File: src/rtl/layer1_pool_collector.sv
// Layer-1 output collector: 2x2 max-pools each conv tile into a 256-bit word.
// Words are queued in a first-word-fall-through FIFO with a frame-end tag.
module layer1_pool_collector #(
   parameter int unsigned BITS            = 16,
   parameter int unsigned BITS_SHIFT      = 4,
   parameter int unsigned CHANNEL_NUM     = 4,
   parameter int unsigned POOL_NUM        = 4,
   parameter int unsigned FIFO_DEPTH      = 4,
   parameter int unsigned FIFO_AW         = 2,
   parameter int unsigned TILES_PER_FRAME = 49,
   parameter int unsigned CNT_W           = 6
) (
   input  logic                                  clk_in,
   input  logic                                  rst_n,
   input  logic                                  clear,
   input  logic                                  in_valid,
   input  logic [POOL_NUM*CHANNEL_NUM*4*BITS-1:0] data_in,
   input  logic                                  out_ready,
   output logic                                  out_valid,
   output logic [CHANNEL_NUM*POOL_NUM*BITS-1:0]  data_out,
   output logic                                  out_last,
   output logic                                  overflow,
   output logic [FIFO_AW:0]                      fifo_level
);

   localparam int unsigned WordW = CHANNEL_NUM * POOL_NUM * BITS;
   localparam logic [CNT_W-1:0]   LastTile = CNT_W'(TILES_PER_FRAME - 1);
   localparam logic [CNT_W-1:0]   CntOne   = CNT_W'(1);
   localparam logic [FIFO_AW-1:0] PtrOne   = FIFO_AW'(1);
   localparam logic [FIFO_AW:0]   LvlOne   = (FIFO_AW + 1)'(1);
   localparam logic [FIFO_AW:0]   LvlFull  = (FIFO_AW + 1)'(FIFO_DEPTH);

   logic [WordW-1:0]   w_pool;
   logic               r_s1_vld;
   logic [WordW-1:0]   r_s1_word;
   logic [WordW-1:0]   r_mem_data [FIFO_DEPTH];
   logic               r_mem_last [FIFO_DEPTH];
   logic [FIFO_AW-1:0] r_wr_ptr;
   logic [FIFO_AW-1:0] r_rd_ptr;
   logic [FIFO_AW:0]   r_level;
   logic [CNT_W-1:0]   r_tile_cnt;
   logic               r_overflow;
   logic               w_empty;
   logic               w_full;
   logic               w_pop;
   logic               w_push;
   logic               w_drop;
   logic               w_last_tag;

   // Input element (l,v,t,u) is pool-major; output element (v,l) is channel-major.
   for (genvar gl = 0; gl < POOL_NUM; gl++) begin : g_pool
      for (genvar gv = 0; gv < CHANNEL_NUM; gv++) begin : g_chan
         localparam int unsigned InBase  = ((gl * CHANNEL_NUM + gv) * 4) << BITS_SHIFT;
         localparam int unsigned OutBase = (gv * POOL_NUM + gl) << BITS_SHIFT;
         logic [BITS-1:0] w_e0, w_e1, w_e2, w_e3, w_m01, w_m23;
         assign w_e0  = data_in[InBase +: BITS];
         assign w_e1  = data_in[InBase + BITS +: BITS];
         assign w_e2  = data_in[InBase + 2 * BITS +: BITS];
         assign w_e3  = data_in[InBase + 3 * BITS +: BITS];
         assign w_m01 = (w_e0 > w_e1) ? w_e0 : w_e1;
         assign w_m23 = (w_e2 > w_e3) ? w_e2 : w_e3;
         assign w_pool[OutBase +: BITS] = (w_m01 > w_m23) ? w_m01 : w_m23;
      end
   end

   always_ff @(posedge clk_in or negedge rst_n) begin
      if (!rst_n) begin
         r_s1_vld  <= 1'b0;
         r_s1_word <= '0;
      end else begin
         r_s1_vld <= in_valid & ~clear;
         if (in_valid && !clear) r_s1_word <= w_pool;
      end
   end

   assign w_empty    = (r_level == '0);
   assign w_full     = (r_level == LvlFull);
   assign w_pop      = ~w_empty & out_ready;
   // A full FIFO still accepts a push when the head leaves on the same edge.
   assign w_push     = r_s1_vld & (~w_full | w_pop);
   assign w_drop     = r_s1_vld & w_full & ~w_pop;
   assign w_last_tag = (r_tile_cnt == LastTile);

   always_ff @(posedge clk_in or negedge rst_n) begin
      if (!rst_n) begin
         r_wr_ptr   <= '0;
         r_rd_ptr   <= '0;
         r_level    <= '0;
         r_tile_cnt <= '0;
         r_overflow <= 1'b0;
      end else if (clear) begin
         r_wr_ptr   <= '0;
         r_rd_ptr   <= '0;
         r_level    <= '0;
         r_tile_cnt <= '0;
         r_overflow <= 1'b0;
      end else begin
         if (w_push) begin
            r_wr_ptr   <= r_wr_ptr + PtrOne;
            r_tile_cnt <= w_last_tag ? '0 : r_tile_cnt + CntOne;
         end
         if (w_pop) r_rd_ptr <= r_rd_ptr + PtrOne;
         if (w_push && !w_pop) begin
            r_level <= r_level + LvlOne;
         end else if (!w_push && w_pop) begin
            r_level <= r_level - LvlOne;
         end
         if (w_drop) r_overflow <= 1'b1;
      end
   end

   always_ff @(posedge clk_in) begin
      if (w_push && !clear) begin
         r_mem_data[r_wr_ptr] <= r_s1_word;
         r_mem_last[r_wr_ptr] <= w_last_tag;
      end
   end

   // Masking keeps the outputs at zero while the (unreset) memory holds stale data.
   assign out_valid  = ~w_empty;
   assign data_out   = w_empty ? '0 : r_mem_data[r_rd_ptr];
   assign out_last   = ~w_empty & r_mem_last[r_rd_ptr];
   assign overflow   = r_overflow;
   assign fifo_level = r_level;

endmodule

File: config.mk
export PLATFORM = sky130hd
export DESIGN_NAME = layer1_pool_collector
export DESIGN_NICKNAME = d
export VERILOG_FILES = /design/src/rtl/layer1_pool_collector.sv
export SDC_FILE = /design/constraint.sdc
export NUM_CORES = 2
export LEC_CHECK = 0
export ABC_AREA = 1
export CELL_PAD_IN_SITES_DETAIL_PLACEMENT = 1
export CELL_PAD_IN_SITES_GLOBAL_PLACEMENT = 1
export CORE_AREA = 2 2 501 503
export CTS_CLUSTER_DIAMETER = 80
export DETAILED_ROUTE_END_ITERATION = 8
export DIE_AREA = 0 0 503 505
export DONT_BUFFER_PORTS = 1
export PLACE_DENSITY_LB_ADDON = 0.1
export REMOVE_ABC_BUFFERS = 1
export SYNTH_ARGS = -nofsm -noshare
export SYNTH_HDL_FRONTEND = slang
export SYNTH_SLANG_ARGS = --single-unit
File: constraint.sdc
create_clock -name clk_in -period 13.5 [get_ports clk_in]
set_clock_uncertainty 0.1 [all_clocks]
set_input_delay 2.7 -clock clk_in [delete_from_list [all_inputs] [get_ports clk_in]]
set_output_delay 2.7 -clock clk_in [all_outputs]
set_load 0.01 [all_outputs]
==> run summary <==
Die area = 254000 µm²
RR Startpoint = fifo_level[1]$_DFFE_PN0P_
Row count = 183
Reg2reg setup slack = 9.06 ns
Final wirelength = 333000 µm
Syn Std Cell Area = 81000 µm²
GR peak layer = met2
CP Capture Type = output port
Detailed-route via count = 66900
Iteration-0 DRC Markers = 3565
Critical Path RT = 10.70 ns
Worst reg2reg endpoint = r_mem_data[1][134]$_DFFE_PP_
M3 GR Usage = 8.48%
Number of synthesis warnings = 0
Final net count = 11100
Most frequent cells in the layout = 1982 x nand2_1, 1271 x nand3_1, 1210 x nor2_1
Period minus WS final = 7.88 ns
Combinational share of power = 30.8%
VDD IR max = 0.101 mV
Core ar. = 248000 µm²
PostCTS Resize Cnt = 0
Relative slew slack = 4.05%
Post-synth top area share = 38.1%
MaxCap Viol Count = 0
Post-synth cell types = 41
DP Worst Slack = 5.31 ns
Cell Count, Final, Fillers Out = 12800
FF/Latch Area = 37700 µm²
CP startpoint = r_rd_ptr[0]$_DFFE_PN0P_
Area Overhead vs Synth = 9.84%
Critical Path Source Type = register
Lkg Pwr = 0.0388 µW
Status = complete, no violations
Power Dens Cells = 154 nW/µm²
Synthesis-stage register bit count = 1299
Clock buffer count from CTS = 154
CTS hold repair buffers = 0
Dpl cells = 12500
Wire per inst = 26.0 µm
Max frequency = 127 MHz
GP Congestion = 0.929
Initial core utilization = 32.6%
HP Class = register to register
Drt drc = 0
Die W = 503 µm
Pins over their slew limit = 0
CTS tree = done
Grt ovf = 0
Clock power share = 30.8%
Drt via density = 5.23
Critical path type = register to output port
Clock buffer depth = 3
Switch Pwr = 5230 µW
Fill cells = 29100
Worst-Skew Late Latency = 0.81 ns
H-tree depth = 4
Post-Synthesis Cells = 9473
Final setup violation count = 0
Seq/Total Area, Yosys = 46.5%
I/O Buffers = 0
Syn_area_per_cell = 8.55 µm²
Largest net degree at the start of global routing = 272
M1 GR Usage = 29.2%
Vias in the first global route = 69300
Die Span Y = 505 µm
Initial antenna violation count = 38
Share of power burned in registers = 38.4%
Met2 global-route usage = 43.3%
Top Ports = 1291
Worst EP arrival = 5.08 ns
Clk Tree Root Cell = clkbuf_16
Final hold vios = 0
Layout cells sized above 1 = 5.47%
Reg2reg path depth = 8
Number of setup buffers added after CTS = 0
RSZ-0062 raised after global routing = false
Commonest non-fill, non-tap cell in the layout = nand2_1
HPWL reported at the end of detailed placement = 250000 µm
Multi-input gate area = 38600 µm²
Yosys top cell by area = edfxtp_1
Total power = 13700 µW
Switching portion of total power = 38.2%
Top post-synthesis cells by area = edfxtp_1 38%, ha_1 12%, nand2_1 9.2%, dfrtp_1 8.4%, nand3_1 7.9%
GRT Overall Usage = 25.5%
Crit-path max FO = 87
Least-Margin Pin Slew = 1.44 ns
Internal power = 8460 µW
Crit path to = data_out[8]
First-pass GRT wire length = 481000 µm
Period utilisation layout = 58.4%
DR pass1 iterations = 5
Worst-path clk slew = 0.06 ns
Antenna-violating nets left = 0
Clock tree sinks = 1299
Final worst slack = 5.62 ns
==> worst max-delay path: stages, from the launching register on <==
cell and delay (ns):
dfrtp_4 0.77, buf_4 0.64, buf_4 0.74, buf_4 0.89
nor2_1 0.11, nor2_1 0.11, o21ai_0 0.09, a21oi_1 0.76
==> metal layers <==
layer	vias up	part of all wire, %
li1	31900	-
met1	33100	39
met2	1543	48
met3	423	8.3
met4	16	4.0
met5	-	0.034
==> synth_stat cells <==
library cell and count:
a21oi_4 9, o22ai_1 3, xor2_1 3, nor2_4 5
a21oi_1 602, nand2_1 1983, nor2_1 1214, nor3_1 1
nand3_1 1271, dfrtp_1 271, a21oi_2 9, nor2_2 8
nand2_2 83, fa_1 1, nand3_4 2, nand3_2 60
nand2_4 8, a21o_1 16, nand4_1 49, nor3_2 21
nand4_4 5, buf_2 153, buf_1 25, inv_1 723
buf_4 13, xnor2_1 1, and2_1 256, ha_1 774
nor3_4 4, nand4_2 5, o21bai_1 7, o21a_1 32
inv_2 12, o32ai_1 1, nor3b_1 1, edfxtp_1 1028
buf_6 40, o21ai_0 603, clkinv_1 10, clkbuf_1 152
o21ai_2 9
==> state kept, by name, summed over array words and instances (netlist names) <==
name        cells
r_mem_data   1024
r_s1_word     256
r_tile_cnt      6
r_mem_last      4
fifo_level      3
r_rd_ptr        2
r_wr_ptr        2
overflow        1
r_s1_vld        1
==> cells by family after synthesis <==
kind of cell | after synthesis | synth area share, %
compound gates | 1291 | 8.36
fa+ha+maj | 775 | 12.0
flops | 1299 | 46.5
xor+xnor | 4 | 0.0432
buf+inv | 1128 | 5.89
simple gates | 4976 | 27.3
==> metrics by stage <==
| step | TNS [ns] | hold WS (ns) | cell area (µm²) | utilization, % |
|---|---|---|---|---|
| 6_report | 0 | 0.396 | 89000 | 35.9 |
| 5_1_grt | 0 | 0.427 | 89000 | 35.9 |
| 4_1_cts | 0 | 0.399 | 88900 | 35.8 |
| 3_5_place_dp | 0 | 0.402 | 83700 | 33.7 |
| 3_3_place_gp | 0 | 0.390 | 83700 | 33.7 |
| 2_1_floorplan | -3371.34 | 0.376 | 79000 | - |
==> final cells by class <==
cell class,count,share of cell area [%]
multi-input cells,7046,43.4
flip-flops and latches,1299,42.3
clock buffers,218,4.84
well taps,3330,4.68
inverters,745,3.18
clock inverters,70,0.910
repair buffers,42,0.509
diodes,53,0.149
==> worst min-delay path by stage <==
stage                                         start                     endpoint  cells after the start
final                     r_s1_word[26]$_DFFE_PN0P_  r_mem_data[0][26]$_DFFE_PP_                      0
after global routing      r_s1_word[26]$_DFFE_PN0P_  r_mem_data[0][26]$_DFFE_PP_                      0
after CTS                 r_s1_word[26]$_DFFE_PN0P_  r_mem_data[3][26]$_DFFE_PP_                      0
after detailed placement  r_s1_word[71]$_DFFE_PN0P_  r_mem_data[3][71]$_DFFE_PP_                      0
after global placement    r_s1_word[27]$_DFFE_PN0P_  r_mem_data[1][27]$_DFFE_PP_                      0
after floorplan            r_s1_word[0]$_DFFE_PN0P_   r_mem_data[0][0]$_DFFE_PP_                      0
==> power groups by stage <==
stage	registers, µW	clock network (µW)	logic [µW]
final	5250	4220	4220
after detailed placement	5340	0	4290
after floorplan	5290	0	2750
after CTS	5260	4330	4310
after global routing	5310	4480	4730
after global placement	5310	0	4210
Power figures use the tool's default switching activity.
